$ cat src/rtl/q_stream_packer_pkg.sv
// Shared definitions for the stream packer slice: default geometry,
// width helper and the default packet record {count, lanes}.
package tpu_q_pkg;

    localparam int unsigned DATA_WIDTH_DEF = 32;
    localparam int unsigned PACK_N_DEF     = 4;
    localparam int unsigned BUF_DEPTH_DEF  = 4;

    // Bits needed to hold the values 0..n inclusive.
    function automatic int unsigned clog2_plus1(input int unsigned n);
        return $clog2(n + 1);
    endfunction

    localparam int unsigned COUNT_W_DEF = clog2_plus1(PACK_N_DEF);

    // Packet record at default geometry; lane 0 holds the oldest word.
    typedef struct packed {
        logic [COUNT_W_DEF-1:0]                   count;
        logic [PACK_N_DEF-1:0][DATA_WIDTH_DEF-1:0] lanes;
    } pkt_t;

endpackage

$ cat src/rtl/q_stream_packer_if.sv
// Packet output handshake of the stream packer.
//   out_valid : head packet present
//   out_ready : downstream accepts head packet
//   out_data  : head packet lanes, lane k at [k*DATA_WIDTH +: DATA_WIDTH]
//   out_count : number of valid lanes in head packet
interface q_stream_packer_if
    import tpu_q_pkg::*;
#(
    parameter int unsigned DATA_WIDTH = DATA_WIDTH_DEF,
    parameter int unsigned PACK_N     = PACK_N_DEF
);
    localparam int unsigned COUNT_W = clog2_plus1(PACK_N);

    logic                         out_valid;
    logic                         out_ready;
    logic [PACK_N*DATA_WIDTH-1:0] out_data;
    logic [COUNT_W-1:0]           out_count;

    modport master (output out_valid, output out_data, output out_count, input out_ready);
    modport slave  (input out_valid, input out_data, input out_count, output out_ready);

endinterface

$ cat src/rtl/q_stream_packer_fifo.sv
// Generic circular packet buffer.
//   push/push_data : write request; dropped (drop_c) when full with no pop
//   pop            : remove head; ignored while empty
//   head_c         : record at the read pointer (mux of storage registers)
//   empty_c        : no record held
//   level          : records currently held, 0..DEPTH
module q_pkt_fifo
    import tpu_q_pkg::*;
#(
    parameter type         T     = pkt_t,
    parameter int unsigned DEPTH = BUF_DEPTH_DEF,
    localparam int unsigned PTR_W   = $clog2(DEPTH),
    localparam int unsigned LEVEL_W = clog2_plus1(DEPTH)
) (
    input  logic               clk,
    input  logic               rstn,
    input  logic               push,
    input  T                   push_data,
    input  logic               pop,
    output T                   head_c,
    output logic               empty_c,
    output logic               drop_c,
    output logic [LEVEL_W-1:0] level
);

    T                   mem [DEPTH];
    logic [PTR_W-1:0]   wr_ptr;
    logic [PTR_W-1:0]   rd_ptr;
    logic               full_c;
    logic               do_push_c;
    logic               do_pop_c;

    // A pop frees the slot in the same edge, so a full buffer still accepts.
    always_comb begin
        empty_c   = (level == '0);
        full_c    = (level == LEVEL_W'(DEPTH));
        do_pop_c  = pop && !empty_c;
        do_push_c = push && (!full_c || do_pop_c);
        drop_c    = push && full_c && !do_pop_c;
        head_c    = mem[rd_ptr];
    end

    // Storage, pointers and occupancy.
    always_ff @(posedge clk) begin
        if (!rstn) begin
            wr_ptr <= '0;
            rd_ptr <= '0;
            level  <= '0;
            for (int i = 0; i < int'(DEPTH); i++) begin
                mem[i] <= '0;
            end
        end else begin
            if (do_push_c) begin
                mem[wr_ptr] <= push_data;
                wr_ptr      <= wr_ptr + PTR_W'(1);
            end
            if (do_pop_c) begin
                rd_ptr <= rd_ptr + PTR_W'(1);
            end
            case ({do_push_c, do_pop_c})
                2'b10:   level <= level + LEVEL_W'(1);
                2'b01:   level <= level - LEVEL_W'(1);
                default: level <= level;
            endcase
        end
    end

endmodule

$ cat src/rtl/q_stream_packer.sv
// Packs an unstallable enable-tagged word stream into PACK_N-word packets
// and buffers them for a valid/ready consumer.
//   enable_in/data_in : stream word, no backpressure
//   flush             : close the current partial packet
//   pkt_if            : packet output handshake (master)
//   overflow          : sticky, a packet was dropped on a full buffer
//   level             : packets currently buffered
module q_stream_packer
    import tpu_q_pkg::*;
#(
    parameter int unsigned DATA_WIDTH = DATA_WIDTH_DEF,
    parameter int unsigned PACK_N     = PACK_N_DEF,
    parameter int unsigned BUF_DEPTH  = BUF_DEPTH_DEF,
    localparam int unsigned COUNT_W   = clog2_plus1(PACK_N),
    localparam int unsigned LEVEL_W   = clog2_plus1(BUF_DEPTH),
    localparam int unsigned FILL_W    = $clog2(PACK_N)
) (
    input  logic                  clk,
    input  logic                  rstn,
    input  logic                  enable_in,
    input  logic [DATA_WIDTH-1:0] data_in,
    input  logic                  flush,
    q_stream_packer_if.master     pkt_if,
    output logic                  overflow,
    output logic [LEVEL_W-1:0]    level
);

    typedef struct packed {
        logic [COUNT_W-1:0]                   count;
        logic [PACK_N-1:0][DATA_WIDTH-1:0]    lanes;
    } rec_t;

    logic [PACK_N-1:0][DATA_WIDTH-1:0] lanes_q;
    logic [PACK_N-1:0][DATA_WIDTH-1:0] lanes_next_c;
    logic [FILL_W-1:0]                 fill_q;
    logic                              push_c;
    rec_t                              push_rec_c;
    rec_t                              head_c;
    logic                              empty_c;
    logic                              drop_c;

    // Packet as it would look after this edge; pushed when full or flushed.
    always_comb begin
        lanes_next_c = lanes_q;
        if (enable_in) begin
            lanes_next_c[fill_q] = data_in;
        end
        push_c = (enable_in && (fill_q == FILL_W'(PACK_N - 1)))
              || (flush && ((fill_q != '0) || enable_in));
        push_rec_c.count = COUNT_W'(fill_q) + COUNT_W'(enable_in);
        push_rec_c.lanes = lanes_next_c;
    end

    // Assembly register, fill counter and sticky overflow.
    always_ff @(posedge clk) begin
        if (!rstn) begin
            lanes_q  <= '0;
            fill_q   <= '0;
            overflow <= 1'b0;
        end else begin
            if (push_c) begin
                lanes_q <= '0;
                fill_q  <= '0;
            end else if (enable_in) begin
                lanes_q <= lanes_next_c;
                fill_q  <= fill_q + FILL_W'(1);
            end
            if (drop_c) begin
                overflow <= 1'b1;
            end
        end
    end

    q_pkt_fifo #(
        .T     (rec_t),
        .DEPTH (BUF_DEPTH)
    ) u_fifo (
        .clk       (clk),
        .rstn      (rstn),
        .push      (push_c),
        .push_data (push_rec_c),
        .pop       (pkt_if.out_ready),
        .head_c    (head_c),
        .empty_c   (empty_c),
        .drop_c    (drop_c),
        .level     (level)
    );

    // Outputs depend only on buffer registers, never on the stream inputs.
    assign pkt_if.out_valid = !empty_c;
    assign pkt_if.out_data  = head_c.lanes;
    assign pkt_if.out_count = head_c.count;

endmodule

$ cat src/flat_wrapper.sv
// flat-port wrapper written by rule: the top's interface ports become plain ports
module q_stream_packer_flat import tpu_q_pkg::*;
#(
    parameter int unsigned DATA_WIDTH = DATA_WIDTH_DEF,
    parameter int unsigned PACK_N     = PACK_N_DEF,
    parameter int unsigned BUF_DEPTH  = BUF_DEPTH_DEF,
    localparam int unsigned COUNT_W   = clog2_plus1(PACK_N),
    localparam int unsigned LEVEL_W   = clog2_plus1(BUF_DEPTH),
    localparam int unsigned FILL_W    = $clog2(PACK_N)
)
  (clk, rstn, enable_in, data_in, flush, overflow, level, pkt_if_out_valid, pkt_if_out_data, pkt_if_out_count, pkt_if_out_ready);
  q_stream_packer_if #(.DATA_WIDTH(DATA_WIDTH), .PACK_N(PACK_N)) pkt_if_i ();
  input  logic clk;
  input  logic rstn;
  input  logic enable_in;
  input  logic [DATA_WIDTH-1:0] data_in;
  input  logic flush;
  output logic overflow;
  output logic [LEVEL_W-1:0] level;
  output wire logic [$bits(pkt_if_i.out_valid)-1:0] pkt_if_out_valid;
  output wire logic [$bits(pkt_if_i.out_data)-1:0] pkt_if_out_data;
  output wire logic [$bits(pkt_if_i.out_count)-1:0] pkt_if_out_count;
  input wire logic [$bits(pkt_if_i.out_ready)-1:0] pkt_if_out_ready;
  assign pkt_if_out_valid = pkt_if_i.out_valid;
  assign pkt_if_out_data = pkt_if_i.out_data;
  assign pkt_if_out_count = pkt_if_i.out_count;
  assign pkt_if_i.out_ready = pkt_if_out_ready;
  q_stream_packer #(.DATA_WIDTH(DATA_WIDTH), .PACK_N(PACK_N), .BUF_DEPTH(BUF_DEPTH)) u_core (.clk(clk), .rstn(rstn), .enable_in(enable_in), .data_in(data_in), .flush(flush), .pkt_if(pkt_if_i), .overflow(overflow), .level(level));
endmodule
$ cat config.mk
export PLATFORM = sky130hd
export DESIGN_NAME = q_stream_packer_flat
export DESIGN_NICKNAME = d
export VERILOG_FILES = /design/src/rtl/q_stream_packer_pkg.sv /design/src/rtl/q_stream_packer_if.sv /design/src/rtl/q_stream_packer_fifo.sv /design/src/rtl/q_stream_packer.sv /design/src/flat_wrapper.sv
export SDC_FILE = /design/constraint.sdc
export NUM_CORES = 1
export LEC_CHECK = 0
export ABC_AREA = 1
export BUFFER_PORTS_ARGS = -buffer_cell sky130_fd_sc_hd__buf_2
export CORE_MARGIN = 5
export CORE_UTILIZATION = 55
export CTS_CLUSTER_DIAMETER = 80
export DETAILED_ROUTE_END_ITERATION = 12
export MAX_ROUTING_LAYER = met4
export PLACE_DENSITY = 0.73
export SYNTH_ARGS = -nofsm -noshare
export SYNTH_HDL_FRONTEND = slang
export SYNTH_SLANG_ARGS = --single-unit
$ cat constraint.sdc
create_clock -name clk -period 13.3 [get_ports clk]
set_clock_uncertainty 0.1 [all_clocks]
set_input_delay 0.665 -clock clk [delete_from_list [all_inputs] [get_ports clk]]
set_output_delay 0.665 -clock clk [all_outputs]
set_load 0.01 [all_outputs]
# Word level (Yosys, flattened, before mapping)
# Memories as Yosys holds them, arrays and structs flattened. A register that Yosys moved wholly into a read port is not among the register bits.
# Cells that the tools add are included.
dict set report word_totals {
  ram_bits 524
  wordCells 55
  out_inout_bits 136
  reg_bits 138
  memories 1
}
# memory depth width rd rd_clocked_by_memory_dff write_ports line
set memory_table {}
lappend memory_table {u_core.u_fifo.mem 4 131 1 1 4 q_stream_packer_fifo.sv:26} ;# T mem [DEPTH];
dict set report op_classes {
  addsub 6
  n_eq_ne 4
  n_lt_le_gt_ge 2
  n_mux 14
  bitwise 1
  n_reduce_logical 18
}
# cell n
set op_table {}
lappend op_table {{131-bit 2-to-1 mux} 1}
lappend op_table {{131-bit OR reduction} 1}
lappend op_table {{128-bit bitwise mux} 1}
lappend op_table {{128-bit 2-to-1 mux} 1}
lappend op_table {{32-bit demux with 2-bit select} 1}
lappend op_table {{32-bit 2-to-1 mux} 1}
lappend op_table {{1-bit logical AND} 7}
lappend op_table {{2-bit by 1-bit adder with 2-bit output, second input constant} 3}
lappend op_table {{2-bit 2-to-1 mux} 3}
lappend op_table {{3-bit one-hot mux with 2 select lines} 1}
lappend op_table {{1-bit 2-to-1 mux} 5}
lappend op_table {{2-bit equality test, second input constant} 2}
lappend op_table {{2-bit nonzero test} 2}
lappend op_table {{2-bit by 1-bit adder with 3-bit output} 1}
lappend op_table {{3-bit by 1-bit adder with 3-bit output, second input constant} 1}
lappend op_table {{3-bit equality test, second input constant} 1}
lappend op_table {{1-bit zero test} 3}
lappend op_table {{3-bit zero test} 1}
lappend op_table {{1-bit logical OR} 3}
lappend op_table {{2-bit by 3-bit less-than comparator with 1-bit output, second input constant} 1}
lappend op_table {{3-bit by 1-bit subtractor with 3-bit output, second input constant} 1}
lappend op_table {{2-bit by 1-bit equality test with 1-bit output, second input constant} 1}
lappend op_table {{2-bit by 1-bit >= comparator with 1-bit output, second input constant} 1}
lappend op_table {{2-bit OR reduction} 1}
lappend op_table {{1-bit NOT} 1}

# Longest topological paths before layout
dict set report logic_depth {
  ltp_word 10
  depth_mapped 11
}

# Hierarchy
# A second synthesis with hierarchy kept.
dict set report hier_totals {
  hier_cells 3026
  hier_area_um2 29393.2
}
# module cells_each area_per_inst_um2 instances
set by_module_without_submodules {}
lappend by_module_without_submodules {q_pkt_fifo 2189 23822.8 1}
lappend by_module_without_submodules {q_stream_packer 837 5570.3 1}

# Worst setup path after synthesis
# OpenSTA, ideal clock, no wires.
dict set report synth_timing {
  path_type {input to register}
  startpoint {input port enable_in}
  endpoint {memory u_core.u_fifo.mem[3][0] in the netlist's numbering (enable)}
  path_stages 7
  setup_slack_ns 1.626
  arrival_ns 10.760
  setup_ns 0.813
  t_required_ns 12.387
  path_buffers 1
  path_cell_list {buf_4 > nand2_4 > nand2_1 > nand2_2 > nor2_4 > inv_1 > o31ai_1}
}
# element line
set synth_lines {}
lappend synth_lines {{from (decl)} flat_wrapper.sv:15} ;# input logic enable_in;
lappend synth_lines {{to (decl)} q_stream_packer_fifo.sv:26}

==> impl_metrics.csv <==
group,metric,value,unit
drt,totalWireLength,73400,µm
finish,post-route-util,61.9,%
yosys,yosysMostFrequentCell,"nor2_1",
timing,rsz0062_at_grt,"no",
global_route,grt_max_degree,178,
clocking,numCtsBuffers,67,
global_route,grt_pass1_vias,18600,
clocking,cts_root_buf,"clkbuf_16",
floorplanning,die-area,53400,µm²
hold_path,holdPathStages,1,
clocking,htree_levels,3,
drt,vias,18900,
timing,fmax,0.167,GHz
timing,tightestPinTransition,1190,ps
clocking,clk_latency,590,ps
placement,io_buffers,172,
finish,final_net_count,2502,
placement,gp_congestion,0.798,
yosys,syn-num-nets,2425,
timing,hold_violations,0,
floorplanning,start_util,55.2,%
clocking,cts_tree,"yes",
floorplanning,core_area,48600,µm²
setup_path,cp-start-kind,"register",
finish,drive_gt1_share,12.2,%
clocking,ctsLongestPathBuffers,3,
yosys,syn_area,26900,µm²
setup_path,critPathMaxFanout,148,
finish,areaGrowthSynthToFinish,12.0,%
job,maxCapViolCount,0,
yosys,synth_top_cell_by_area,"edfxtp_1",
clocking,clk_pin_slew,60,ps
setup_path,end_kind,"register",
clocking,cts_resized,0,
timing,fin_crit,6000,ps
timing,hold_slack,363,ps
setup_path,reg2reg_from,"u_core.fill_q[1]$_SDFFE_PP0P_",
setup_path,arrival,6100,ps
setup_path,crit_chain,"ha_1 -> nand2_4 -> nand2_1 -> nand2_2 -> nor2_4 -> nand2_8 -> nor2_2 -> nand2_8 -> nand2_4 -> buf_4",
global_route,grt-ovfl-total,0,
timing,slew-limit-headroom,20.1,%
setup_path,slowest_delay,1090,ps
drt,drt-initial-drc-count,2089,
global_route,antenna_found_initial,2,
yosys,yosys_warnings,0,
yosys,synth.cells.most_frequent,"nor2_1 (804), edfxtp_1 (524), o21ai_0 (269)",
setup_path,slowest_stage,"nand2_4",
floorplanning,rows,81,
drt,drc,0,
setup_path,critPathBufInv,1,
global_route,grtUsageTotal,27.8,%
setup_path,cp_top_family,"simple AND/OR/NAND/NOR gates",
timing,final-setup-viol-count,0,
setup_path,ff2ff_setup_slack,7300,ps
yosys,synth_seq_area_share,69.0,%
clocking,cts_num_sinks,664,
global_route,grt_pass1_wl,110000,µm
drt,viasPerCell,6.04,
yosys,synth_edf_count,524,
yosys,avgSynthCellArea,11.3,µm²
hold_path,hold_path_class,"register to register",
yosys,async_flop_share,0,%
power_and_ir_drop,p_per_area,169,nW/µm²
setup_path,r2r-end,"u_core.u_fifo.mem[0][81]$_SDFFCE_PN0P_",
outcome,status,"finished clean",
floorplanning,pin_count,173,
yosys,synth_cell_types,26,
hold_path,hold_start,"u_core.u_fifo.rd_ptr[0]$_SDFFE_PN0N_",
timing,slew_violations,0,
setup_path,cp.required,13390,ps
drt,drtPass1Iterations,6,
power_and_ir_drop,ir_drop,0.0932,mV
yosys,ys_seq_elements,664,
yosys,synthTopCellsByArea,"edfxtp_1 (59%), nor2_1 (11%), dfxtp_1 (10%)",
floorplanning,die_w,231,µm
drt,wl_per_cell,23.4,µm
power_and_ir_drop,finalPower,5.09,mW
yosys,synth_top_area_share,58.6,%
yosys,synth_ff_type,"edfxtp_1",
timing,fin_setup_tns,0,ps
placement,hpwl,38000,µm
clocking,hold_buffers,0,
setup_path,crit_type,"register to register",
setup_path,r2r_cells,10,
timing,fin_crit_sh,45.1,%
drt,antenna_left,0,
yosys,syn_inst,2381,
floorplanning,die-height,231,µm
clocking,post_cts_buffers,0,
power_and_ir_drop,leakagePower,11.5,nW
[sequential cells by signal (all words and copies together) (netlist names), named ones only]
register / flops
u_core.u_fifo.wr_ptr: 2
u_core.overflow: 1
u_core.u_fifo.level: 3
u_core.u_fifo.rd_ptr: 2
u_core.fill_q: 2
u_core.u_fifo.mem: 524
u_core.lanes_q: 128
[worst max path at each step]
stage	start	end	depth (start not counted)
after CTS	u_core.fill_q[0]$_SDFFE_PP0P_	u_core.u_fifo.mem[0][75]$_SDFFCE_PN0P_	10
after floorplan	enable_in	u_core.u_fifo.mem[3][0]$_DFFE_PP_	7
after detailed placement	enable_in	u_core.u_fifo.mem[0][75]$_SDFFCE_PN0P_	10
after global placement	enable_in	u_core.u_fifo.mem[0][42]$_SDFFCE_PN0P_	10
final	u_core.fill_q[1]$_SDFFE_PP0P_	u_core.u_fifo.mem[0][81]$_SDFFCE_PN0P_	10
after global routing	u_core.fill_q[0]$_SDFFE_PP0P_	u_core.u_fifo.mem[0][81]$_SDFFCE_PN0P_	10
[cells in the final DEF, fill, tap and decap left out, types with 2 or more instances in the layout]
cell	n
clkbuf_16	71
edfxtp_1	524
buf_4	18
nor3_1	119
ha_1	6
dfxtp_1	138
diode_2	2
nand3_1	4
inv_6	2
clkbuf_8	10
inv_1	29
inv_2	2
buf_2	172
o22ai_1	131
clkinv_4	2
bufinv_16	3
nand2_4	4
nand2_1	17
mux2i_1	128
nand2_2	4
clkinv_2	5
nor2_1	804
clkinv_1	7
o21ai_0	268
clkbuf_1	20
a21oi_1	7
nand2_8	3
dfxtp_4	2
[power by group]
part / leakage [nW] / internal [mW] / switching, mW / total, mW
clock network: 1.06 / 1.09 / 0.766 / 1.86
registers: 6.57 / 2.33 / 0.0524 / 2.38
logic: 3.89 / 0.241 / 0.608 / 0.849
total: 11.5 / 3.66 / 1.43 / 5.09
[kinds of logic after synthesis]
group | share of synthesized area [%]
compound gates | 8.25
fa+ha+maj | 0.354
buf+inv | 3.59
flops | 69.0
mux | 4.77
simple gates | 14.0
[per-stage QoR]
step                      setup WS [ps]  area (µm²)  std cells
after detailed placement           7030       27900       3011
after floorplan                    1630       26900       2381
after CTS                          7290       30100       3131
after global routing               7010       30100       3133
after global placement             7120       27900       3011
final                              7300       30100       3133
[layer usage]
layer / global-route usage, % / part of all wire [%]
met1: 35.7 / 39
met2: 42.4 / 46
met3: 6.84 / 11
met4: 12.7 / 4.7
met5: - / 0
[cell type report]
| cell class | count | area, µm² |
|---|---|---|
| fill | 3809 | 18600 |
| clock inverter | 19 | 175 |
| clock buffer | 101 | 1990 |
| timing repair buffer | 190 | 996 |
| inverter | 34 | 143 |
| sequential | 664 | 18500 |
| antenna | 2 | 5.00 |
| tap | 622 | 778 |
| multi-input combinational | 1501 | 7460 |
No activity file was read; power rests on OpenSTA's default activity.
